==> src/rtl/ldpc_pkg.sv <==
// Shared LDPC decoder definitions: default sizes, accumulator sizing, column FSM
// states and message saturation bounds.
package ldpc_pkg;

   localparam int unsigned WIDTH_DEF      = 8;
   localparam int unsigned COL_WEIGHT_DEF = 3;

   // Accumulator width that holds llr + COL_WEIGHT messages without overflow.
   function automatic int unsigned sum_width(input int unsigned w, input int unsigned cw);
      return w + $clog2(cw + 1);
   endfunction

   // Largest symmetric magnitude representable in a w-bit message.
   function automatic int msg_max(input int unsigned w);
      return (2 ** (w - 1)) - 1;
   endfunction

   localparam int MSG_MAX = msg_max(WIDTH_DEF);
   localparam int MSG_MIN = -MSG_MAX;

   typedef enum logic [1:0] {
      IDLE,
      ACC,
      OUT
   } col_state_t;

endpackage

==> src/rtl/col_sat.sv <==
// Narrows a SUM_WIDTH extrinsic value to a WIDTH-bit message.
// COL_SAT_EN defined: symmetric saturation to +/-(2^(WIDTH-1)-1).
// COL_SAT_EN undefined: keep the low WIDTH bits (wrap).
module col_sat
   import ldpc_pkg::*;
#(
   parameter int unsigned WIDTH     = WIDTH_DEF,
   parameter int unsigned SUM_WIDTH = sum_width(WIDTH_DEF, COL_WEIGHT_DEF)
) (
   input  logic signed [SUM_WIDTH-1:0] sum_i,
   output logic        [WIDTH-1:0]     msg_o
);

`ifdef COL_SAT_EN
   localparam logic signed [SUM_WIDTH-1:0] SAT_HI = SUM_WIDTH'(msg_max(WIDTH));
   localparam logic signed [SUM_WIDTH-1:0] SAT_LO = -SAT_HI;

   // Clamp out-of-range sums; in-range values fit in WIDTH bits unchanged.
   always_comb begin
      msg_o = sum_i[WIDTH-1:0];
      if (sum_i > SAT_HI) begin
         msg_o = SAT_HI[WIDTH-1:0];
      end else if (sum_i < SAT_LO) begin
         msg_o = SAT_LO[WIDTH-1:0];
      end
   end
`else
   // Upper sum bits are intentionally dropped in wrap mode.
   logic unused_sum_hi;
   assign unused_sum_hi = ^sum_i[SUM_WIDTH-1:WIDTH];

   // Plain truncation.
   always_comb begin
      msg_o = sum_i[WIDTH-1:0];
   end
`endif

endmodule

==> src/rtl/col_node.sv <==
// LDPC min-sum variable-node (column) processor.
// Accumulates one channel LLR plus COL_WEIGHT check messages, then emits the
// COL_WEIGHT extrinsic messages (total - msg[k], arrival order) and a hard decision.
// Optional feature macro: COL_SAT_EN (symmetric saturation of inputs and outputs).
module col_node
   import ldpc_pkg::*;
#(
   parameter int unsigned WIDTH      = WIDTH_DEF,
   parameter int unsigned COL_WEIGHT = COL_WEIGHT_DEF,
   parameter int unsigned SUM_WIDTH  = sum_width(WIDTH, COL_WEIGHT)
) (
   input  logic             clk,
   input  logic             xrst,
   input  logic [WIDTH-1:0] i_llr,
   input  logic             i_llr_val,
   input  logic [WIDTH-1:0] i_data,
   input  logic             i_val,
   output logic             o_rdy,
   output logic [WIDTH-1:0] o_data,
   output logic             o_val,
   input  logic             i_rdy,
   output logic             o_hard,
   output logic             o_hard_val
);

   localparam int unsigned CNT_W = (COL_WEIGHT > 1) ? $clog2(COL_WEIGHT) : 1;
   localparam logic [CNT_W-1:0] LAST = CNT_W'(COL_WEIGHT - 1);

   // Sign-extend a message to accumulator width.
   function automatic logic signed [SUM_WIDTH-1:0] sext(input logic [WIDTH-1:0] x);
      return {{(SUM_WIDTH - WIDTH){x[WIDTH-1]}}, x};
   endfunction

   // Input conditioning: with saturation on, the asymmetric most-negative code is
   // folded onto -(2^(WIDTH-1)-1) so every message has a negatable magnitude.
   function automatic logic [WIDTH-1:0] cond_in(input logic [WIDTH-1:0] x);
`ifdef COL_SAT_EN
      if (x == {1'b1, {(WIDTH - 1){1'b0}}}) begin
         return x + WIDTH'(1);
      end
`endif
      return x;
   endfunction

   col_state_t                  state_q, state_d;
   logic        [CNT_W-1:0]     cnt_q, cnt_d;
   logic        [CNT_W-1:0]     idx_q, idx_d;
   logic signed [SUM_WIDTH-1:0] acc_q, acc_d;
   logic        [WIDTH-1:0]     buf_q [COL_WEIGHT];
   logic                        hard_q, hard_d;
   logic                        hard_val_q, hard_val_d;
   logic                        buf_we;

   logic        [WIDTH-1:0]     llr_c;
   logic        [WIDTH-1:0]     data_c;
   logic signed [SUM_WIDTH-1:0] acc_add;
   logic signed [SUM_WIDTH-1:0] ext_sum;
   logic        [WIDTH-1:0]     ext_msg;

   assign llr_c   = cond_in(i_llr);
   assign data_c  = cond_in(i_data);
   assign acc_add = acc_q + sext(data_c);
   assign ext_sum = acc_q - sext(buf_q[idx_q]);

   col_sat #(
      .WIDTH     (WIDTH),
      .SUM_WIDTH (SUM_WIDTH)
   ) u_sat (
      .sum_i (ext_sum),
      .msg_o (ext_msg)
   );

   // Next-state logic: IDLE -> ACC -> OUT -> IDLE.
   always_comb begin
      state_d    = state_q;
      cnt_d      = cnt_q;
      idx_d      = idx_q;
      acc_d      = acc_q;
      hard_d     = hard_q;
      hard_val_d = 1'b0;
      buf_we     = 1'b0;

      case (state_q)
         IDLE: begin
            if (i_llr_val) begin
               acc_d   = sext(llr_c);
               cnt_d   = '0;
               state_d = ACC;
            end
         end
         ACC: begin
            if (i_val) begin
               buf_we = 1'b1;
               acc_d  = acc_add;
               cnt_d  = cnt_q + 1'b1;
               if (cnt_q == LAST) begin
                  // Hard decision taken from the full-width total, never the narrowed one.
                  cnt_d      = '0;
                  idx_d      = '0;
                  hard_d     = acc_add[SUM_WIDTH-1];
                  hard_val_d = 1'b1;
                  state_d    = OUT;
               end
            end
         end
         OUT: begin
            if (i_rdy) begin
               if (idx_q == LAST) begin
                  idx_d   = '0;
                  state_d = IDLE;
               end else begin
                  idx_d = idx_q + 1'b1;
               end
            end
         end
         default: begin
            state_d = IDLE;
         end
      endcase
   end

   // State, counters, accumulator and hard-decision registers.
   always_ff @(posedge clk) begin
      if (xrst) begin
         state_q    <= IDLE;
         cnt_q      <= '0;
         idx_q      <= '0;
         acc_q      <= '0;
         hard_q     <= 1'b0;
         hard_val_q <= 1'b0;
      end else begin
         state_q    <= state_d;
         cnt_q      <= cnt_d;
         idx_q      <= idx_d;
         acc_q      <= acc_d;
         hard_q     <= hard_d;
         hard_val_q <= hard_val_d;
      end
   end

   // Message buffer: holds the conditioned messages for extrinsic subtraction.
   always_ff @(posedge clk) begin
      if (xrst) begin
         for (int i = 0; i < COL_WEIGHT; i++) begin
            buf_q[i] <= '0;
         end
      end else if (buf_we) begin
         buf_q[cnt_q] <= data_c;
      end
   end

   // Outputs; o_data is forced to zero outside OUT so idle cycles show no stale data.
   always_comb begin
      o_rdy      = (state_q != OUT);
      o_val      = (state_q == OUT);
      o_data     = (state_q == OUT) ? ext_msg : '0;
      o_hard     = hard_q;
      o_hard_val = hard_val_q;
   end

endmodule
==> config.mk <==
export PLATFORM = sky130hd
export DESIGN_NAME = col_node
export DESIGN_NICKNAME = d
export VERILOG_FILES = /design/src/rtl/ldpc_pkg.sv /design/src/rtl/col_sat.sv /design/src/rtl/col_node.sv
export SDC_FILE = /design/constraint.sdc
export NUM_CORES = 1
export LEC_CHECK = 0
export CELL_PAD_IN_SITES_DETAIL_PLACEMENT = 1
export CELL_PAD_IN_SITES_GLOBAL_PLACEMENT = 2
export CORE_MARGIN = 2
export CORE_UTILIZATION = 40
export DETAILED_ROUTE_END_ITERATION = 6
export PLACE_DENSITY = 0.94
export SETUP_SLACK_MARGIN = 0.1
export SLEW_MARGIN = 0
export SYNTH_ARGS = -nofsm -noshare
export SYNTH_HDL_FRONTEND = slang
export SYNTH_SLANG_ARGS = --single-unit
==> constraint.sdc <==
create_clock -name clk -period 5.2 [get_ports clk]
set_input_delay 1.04 -clock clk [delete_from_list [all_inputs] [get_ports clk]]
set_output_delay 1.04 -clock clk [all_outputs]
set_load 0.01 [all_outputs]
* Word level (Yosys, flattened, before mapping)
Memories as Yosys holds them, arrays and structs flattened. A register that Yosys moved wholly into a read port is not among the register bits.
Index checks and enable logic that the tools add are counted.
** Word-level totals
- Register bits :: 18
- Memory bits (writable) :: 24
- Bits of input ports :: 21
- Output and inout port bits :: 12
- Memories :: 1
** Cells by class
- $add $sub $neg :: 4
- Eq/ne operators :: 10
- Multiplexer cells :: 32
- Bitwise logic cells :: 2
- Reduce and logical (&&, ||, !) cells :: 9
** Memory list
- buf_q :: depth 3, bits a word 8, read ports 1, clocked after memory_dff 1, wr ports 3, RTL line col_node.sv:49 : logic [WIDTH-1:0] buf_q [COL_WEIGHT];
** Operators by type and width (count)
- $mux W2 :: 15
- $mux W10 :: 2
- $pmux W10 S2 :: 1
- $mux W8 :: 2
- $add A10 B8 Y10 :: 1
- $mux W1 :: 9
- $ne A2 B2 Y1 const B :: 4
- $pmux W2 S2 :: 2
- $reduce_or A8 Y1 :: 1
- $sub A8 B8 Y8 :: 1
- $eq A2 B2 Y1 const B :: 3
- $pmux W2 S3 :: 1
- $reduce_and A3 Y1 :: 2
- $reduce_and A5 Y1 :: 1
- $add A2 B1 Y2 const B :: 2
- $ne A2 B1 Y1 const B :: 2
- $reduce_and A4 Y1 :: 1
- $reduce_bool A2 Y1 :: 2
- $reduce_or A3 Y1 :: 1
- $eq A2 B1 Y1 const B :: 1
- $logic_not A2 Y1 :: 1
- $not A1 Y1 :: 2

* Logic depth before layout (Yosys ltp)
Gate-level depths: netlist of the first run.
- Word-level depth :: 7
- Depth in mapped cells :: 11

* Hierarchy
A second synthesis of the first run with hierarchy kept.
** Second synthesis, totals
- Cells, all modules :: 299
- Area total of the unflattened synthesis :: 3149.3 µm²
** By module, submodules not included
- col_node :: times used 1, cells an instance 291, area an instance 3089.2 µm², seq. area each 1361.3 µm²
- col_sat :: times used 1, cells an instance 8, area an instance 60.1 µm², seq. area each 0.0 µm²

* Least setup slack after synthesis of the first run
No wires, ideal clock.
- Kind :: register to output
- Start point :: register (tool-made name)
- End point :: output o_data[6]
- Arrival time :: 2161 ps
- Required time :: 4160 ps
- Path slack :: 1999 ps
- Stages on the path, launching flop included :: 12
- Buffers on the path :: 1
- Cells stage by stage :: dfxtp_1 buf_6 mux4_1 ha_1 inv_1 fa_1 a21o_1 a21oi_1 o21bai_1 a21oi_1 xor2_1 nor2_1
** RTL lines
- to (decl) :: RTL line col_node.sv:19 : output logic [WIDTH-1:0] o_data,

==> results of run 1 <==
## kinds of logic after synthesis
kind of cell	Yosys count	share of synthesized area
flops	52	0.440
simple gates	112	0.207
buf+inv	23	0.0331
fa+ha+maj	19	0.0816
xor+xnor	11	0.0335
compound gates	60	0.132
mux	10	0.0732
## power groups by stage
stage          clock network (mW)  logic [mW]  registers, mW
6_report                    0.238       0.205          0.470
2_1_floorplan                   0       0.146          0.473
3_5_place_dp                    0       0.206          0.480
4_1_cts                     0.242       0.207          0.470
3_3_place_gp                    0       0.198          0.479
5_1_grt                     0.257       0.229          0.472
## area by class of cell
| class | instances | share of cell area |
|---|---|---|
| Clock buffer | 6 | 0.0202 |
| Clock inverter | 2 | 0.00452 |
| Inverter | 16 | 0.0167 |
| Multi-Input combinational cell | 212 | 0.454 |
| Sequential cell | 52 | 0.378 |
| Tap cell | 102 | 0.0355 |
| Timing Repair Buffer | 33 | 0.0911 |
## registers in the layout, indices dropped and copies added, names as in the netlist, named ones only
register    count
idx_q           2
o_hard_val      1
cnt_q           2
buf_q          32
acc_q          10
o_hard          1
state_q         2
## how the worst max path moves through the flow
| stage | endpoint | slack, ps | cells past startpoint |
|---|---|---|---|
| after floorplan | o_data[6] | 2000 | 11 |
| after global placement | o_data[6] | 1300 | 10 |
| after detailed placement | o_data[7] | 1160 | 10 |
| after CTS | o_data[7] | 810 | 10 |
| after global routing | o_data[6] | 590 | 10 |
| final | o_data[7] | 870 | 10 |
## synthesized netlist by cell type (2+ instances only)
master and n:
o21a_1 3, inv_1 15, xnor2_1 5, nand2_2 3, nor2_1 33, and3_1 2, buf_4 2, a31oi_1 2
a21oi_1 20, nand3b_1 2, or2_1 2, nand2b_1 6, clkbuf_1 3, o21ai_1 3, ha_1 17, and2_1 23
dfxtp_1 20, nor4_1 2, nand2_1 12, mux2i_1 2, a21o_1 3, o21ai_0 7, edfxtp_1 32, nand3_1 4
mux4_1 7, nor2b_1 3, xor2_1 5, nor3_1 9, a211oi_1 7, fa_1 2
## worst reg2reg max path, delay by kind of cell, from the launching register on
family | cells | cell delay [ps]
AND/OR/NAND/NOR | 4 | 1270
flip-flops | 1 | 430
## per-layer routing
metal	share of wire	track usage	routed length [microns]
met1	0.43	0.232	3180
met2	0.52	0.328	3800
met4	0.011	0.0597	79
met3	0.035	0.0255	257
met5	0	0	0
## cells in the final DEF (no fill, tap or decap), types with 7 or more instances in the layout
cell / count
a211oi_1: 7
a21oi_1: 20
and2_1: 23
clkdlybuf4s50_1: 32
dfxtp_1: 20
edfxtp_1: 32
ha_1: 17
inv_1: 15
mux4_1: 7
nand2_1: 12
nor2_1: 33
nor3_1: 9
o21ai_0: 7
==> flow_metrics.tcl, run 1 <==
set metrics [dict create \
    finalWorstSetupSlack_ps 868 \
    rsz0062_at_grt "false" \
    die_area_sq_mm 0.00846 \
    tightest_slew_ps 581 \
    crit_path_max_incr_delay_ps 600 \
    r2r_cells 4 \
    area.growth.synth_to_final_pct 16.2 \
    yosys.area.top_type "edfxtp_1" \
    ant_nets 0 \
    place_hpwl_mm 5.82 \
    yosys.cell_types.count 61 \
    slew_headroom 0.612 \
    placed_cells 415 \
    grt_usage 0.185 \
    antenna_found_initial 0 \
    via_per_inst 5.35 \
    powerDensity_mw_per_mm2 254 \
    grt_pass1_wl_mm 12.1 \
    hp-start "o_hard$_SDFFE_PP0P_" \
    yosys_most_used_dff "edfxtp_1" \
    h-tree-depth 2 \
    finalCritPeriodShare 0.833 \
    required_ps 4160 \
    r2r_start "state_q[1]$_SDFFE_PP0P_" \
    min_to "o_hard$_SDFFE_PP0P_" \
    p_int_mw 0.643 \
    cts-resized-gates 0 \
    numClockSinks 52 \
    clkPwrFrac 0.261 \
    drt-initial-drc-count 108 \
    syn_nets 327 \
    grt_pass1_vias 2432 \
    cts_max_path_buffers 2 \
    place_ws_ps 1160 \
    reg2reg_slack_ps 3170 \
    utilization 0.473 \
    p_leak_nw 1.40 \
    syn_avg_cell_area_sq_um 10.8 \
    clock_latency_ps 310 \
    cp_cell_sequence "mux4_1 > inv_1 > ha_1 > nor2b_1 > o31a_1 > nor2_1 > a21oi_1 > xnor2_1 > nor2_1 > clkdlybuf4s50_1" \
    synth-seq-area-share 0.440 \
    hold_buffers 0 \
    finalMaxSlewViolations 0 \
    drc 0 \
    path_common_cell "nor2_1" \
    synthCells 287 \
    cp_max_fo 8 \
    status "complete, no violations" \
    cts_buffers 5 \
    path_buf_inv 2 \
    ir_drop_mv 0.116 \
    grt_start_max_net_pins 17 \
    wire_per_inst_microns 17.3 \
    dr.pass1.iters 4 \
    cpLargestDelayFamily "buffers and inverters" \
    seq_area_sq_mm 0.00136 \
    clk_pin_slew_worst_paths_ps 100 \
    final_cell_area_sq_mm 0.00360 \
    num_antenna_cells 0 \
    synth_top_area_frac 0.310 \
    wirelength_mm 7.32 \
    cts_setup_buffers 0 \
    hold_violations 0 \
    yosys_register_bits 52 \
    core_area_sq_mm 0.00761 \
    finalSetupTns_ps 0 \
    port_buffers 32 \
    setup-violations-final 0 \
    multi_input_area_sq_mm 0.00163 \
    die_w_microns 92.0 \
    swShare 0.296 \
    synth-async-reset-ratio 0 \
    die_y_microns 92.0 \
    yosysWarnings 0 \
    maxCapViolations 0 \
    critPathArrivalTime_ps 3290 \
    power_frac_seq 0.515 \
    period_minus_slack_ps 4330 \
    slowest_stage "mux4_1" \
    total_power_mw 0.913 \
    p_switching_mw 0.270 \
    nNetsFinal 360 \
    end_kind "output pin" \
    netlist_top_cells_area "edfxtp_1 (31%), dfxtp_1 (13%), ha_1 (6.9%)" \
    cts_tree "built" \
    p_comb_frac 0.225 \
    ios 33 \
    start_util 0.407 \
    final_layout_size_suffix_gt1_frac 0.0872 \
    hold_path_depth 1 \
    fillers 867 \
    hp-class "flop to flop" \
    timing.rr.end "buf_q[0][1]$_SDFFCE_PN0P_" \
    dpl-instance-area_sq_mm 0.00351 \
    crit_type "flop to output pin" \
    grt-ovfl-total 0 \
    finClkSkew_ps 11.9 \
    core.rowCount 32 \
    place_congestion 0.782 \
    cts_root_buf "clkbuf_8" \
    timing.fmax_mhz 231 \
    critPathLaunchType "flop" \
    synth_area_sq_mm 0.00310 \
    final_cells 423 \
    synth_edf_count 32 \
    hold_ws_ps 496 \
    vias 2264 \
]
No activity file was read; power rests on OpenSTA's default activity.
==> run 2: changes to the inputs <==
- CORE_UTILIZATION: 40 -> 34
- PLACE_DENSITY: 0.94 -> 0.86
- clock period: 5.2 -> 3.5 ns (I/O delays scaled with it)
==> run 2 against run 1 <==
Net effect: worst setup slack lost 640 ps; cell area is 2.2% higher; global-route usage fell by 2.0 points; sequential share of layout area decreased by 0.70 points; clock power is 110% higher; via count shrank 2.4%; clock skew fell by 4.8 ps; flip-flop and latch count unchanged; critical path type unchanged; highest routed layer unchanged.
==> flow_metrics.tcl, run 2 (synthesis results as in run 1) <==
set metrics [dict create \
    port_buffers 32 \
    maxCapViolations 0 \
    p_int_mw 1.10 \
    via_per_inst 5.12 \
    start_util 0.353 \
    antenna_found_initial 0 \
    hp-class "flop to flop" \
    cts_root_buf "clkbuf_8" \
    layout_common_cells "nor2_1 (32), edfxtp_1 (32), clkdlybuf4s50_1 (27), and2_1 (23)" \
    drt-initial-drc-count 61 \
    end_kind "output pin" \
    critPathArrivalTime_ps 2570 \
    wire_per_inst_microns 18.0 \
    required_ps 2800 \
    cts_buffers 5 \
    cp_max_fo 4 \
    grt_start_max_net_pins 17 \
    r2r_start "acc_q[0]$_SDFFE_PP0P_" \
    slew_headroom 0.642 \
    place_congestion 0.779 \
    ir_drop_mv 0.161 \
    vias 2210 \
    num_antenna_cells 0 \
    swShare 0.265 \
    powerDensity_mw_per_mm2 408 \
    largest-register "buf_q" \
    wirelength_mm 7.78 \
    place_hpwl_mm 6.02 \
    tightest_slew_ps 537 \
    core_area_sq_mm 0.00876 \
    clkPwrFrac 0.325 \
    cts_max_path_buffers 2 \
    p_leak_nw 1.44 \
    status "complete, no violations" \
    die_area_sq_mm 0.00988 \
    crit_type "flop to output pin" \
    finalMaxSlewViolations 0 \
    p_comb_frac 0.209 \
    cts_tree "built" \
    top_regs "buf_q: 32 flops, acc_q: 10 flops" \
    timing.fmax_mhz 305 \
    drc 0 \
    finClkSkew_ps 7.07 \
    critPathLaunchType "flop" \
    final_layout_size_suffix_gt1_frac 0.130 \
    power_frac_seq 0.466 \
    dr.pass1.iters 4 \
    hold_buffers 0 \
    finalSetupTns_ps 0 \
    hold_violations 0 \
    core.rowCount 34 \
    grt-ovfl-total 0 \
    grt_pass1_vias 2419 \
    ios 33 \
    crit_path_end "o_data[6]" \
    nNetsFinal 363 \
    fillers 975 \
    finalCritPeriodShare 0.936 \
    setup-violations-final 0 \
    rsz0062_at_grt "true" \
    area.growth.synth_to_final_pct 18.7 \
    period_minus_slack_ps 3270 \
    p_switching_mw 0.397 \
    die_y_microns 99.4 \
    numClockSinks 52 \
    largest_register_ffs 32 \
    reg2reg_slack_ps 1400 \
    clock_latency_ps 310 \
    h-tree-depth 2 \
    ant_nets 0 \
    clk_pin_slew_worst_paths_ps 90 \
    grt_pass1_wl_mm 12.6 \
    total_power_mw 1.50 \
    r2r_cells 9 \
    die_w_microns 99.4 \
    grt_usage 0.165 \
    timing.rr.end "acc_q[4]$_SDFFE_PP0P_" \
]
## run 2: routing by layer
metal,up-vias,GRT usage,share of wire
li1,1117,-,-
met4,0,0.0495,0.013
met2,28,0.296,0.50
met5,-,0,0
met1,1057,0.210,0.46
met3,8,0.0183,0.021
## run 2: critical path, cell delays in order, from the launching register on
cell and delay, ps:
dfxtp_4 390, mux4_2 530, ha_1 210, inv_1 70
fa_2 220, a21o_1 130, a21oi_2 60, o21bai_1 180
a21oi_1 100, xor2_1 170, nor2_1 80, clkbuf_2 140
## run 2: repair_timing
action | in CTS | in global routing
buffers inserted | 0 | 0
endpoints found under the setup margin | 5 | 3
cloned | 0 | 0
pin swaps | 3 | 1
resized for setup | 17 | 5
## run 2: per-stage QoR
| step | hold WS [ps] | util | setup slack, ps | std cells | cell area, sq um |
|---|---|---|---|---|---|
| 5_1_grt | 551 | 0.419 | 64.8 | 432 | 3670 |
| 2_1_floorplan | 469 | - | 639 | 287 | 3100 |
| 3_3_place_gp | 490 | 0.404 | 136 | 424 | 3540 |
| 6_report | 516 | 0.419 | 225 | 432 | 3670 |
| 4_1_cts | 535 | 0.421 | 116 | 432 | 3690 |
| 3_5_place_dp | 493 | 0.404 | 9.66 | 424 | 3540 |
## run 2: final cells by class
class / count / area (sq um) / area share
inverters: 16 / 60.1 / 0.0163
multi-input cells: 212 / 1650 / 0.448
repair buffers: 36 / 337 / 0.0916
flip-flops and latches: 52 / 1370 / 0.371
clock buffers: 6 / 72.6 / 0.0197
clock inverters: 2 / 60.1 / 0.0163
well taps: 108 / 135 / 0.0368
## run 2: worst min path at each step
stage	startpoint	endpoint	slack, ps	depth (start not counted)
after detailed placement	o_hard$_SDFFE_PP0P_	o_hard$_SDFFE_PP0P_	490	1
final	o_hard$_SDFFE_PP0P_	o_hard$_SDFFE_PP0P_	520	1
after floorplan	acc_q[5]$_SDFFE_PP0P_	acc_q[5]$_SDFFE_PP0P_	470	2
after global placement	o_hard$_SDFFE_PP0P_	o_hard$_SDFFE_PP0P_	490	1
after CTS	o_hard$_SDFFE_PP0P_	o_hard$_SDFFE_PP0P_	530	1
after global routing	o_hard$_SDFFE_PP0P_	o_hard$_SDFFE_PP0P_	550	1
## run 2: power groups by stage
stage	clock, mW	combinational, mW	sequential [mW]
6_report	0.488	0.313	0.699
5_1_grt	0.515	0.352	0.702
4_1_cts	0.497	0.316	0.699
3_5_place_dp	0	0.307	0.713
3_3_place_gp	0	0.295	0.712
2_1_floorplan	0	0.217	0.702
==> run 3: changes to the inputs <==
- HOLD_SLACK_MARGIN: not set -> 0.05
==> results of run 3 <==
The final DEF is identical to that of run 2; final timing and power are the same.
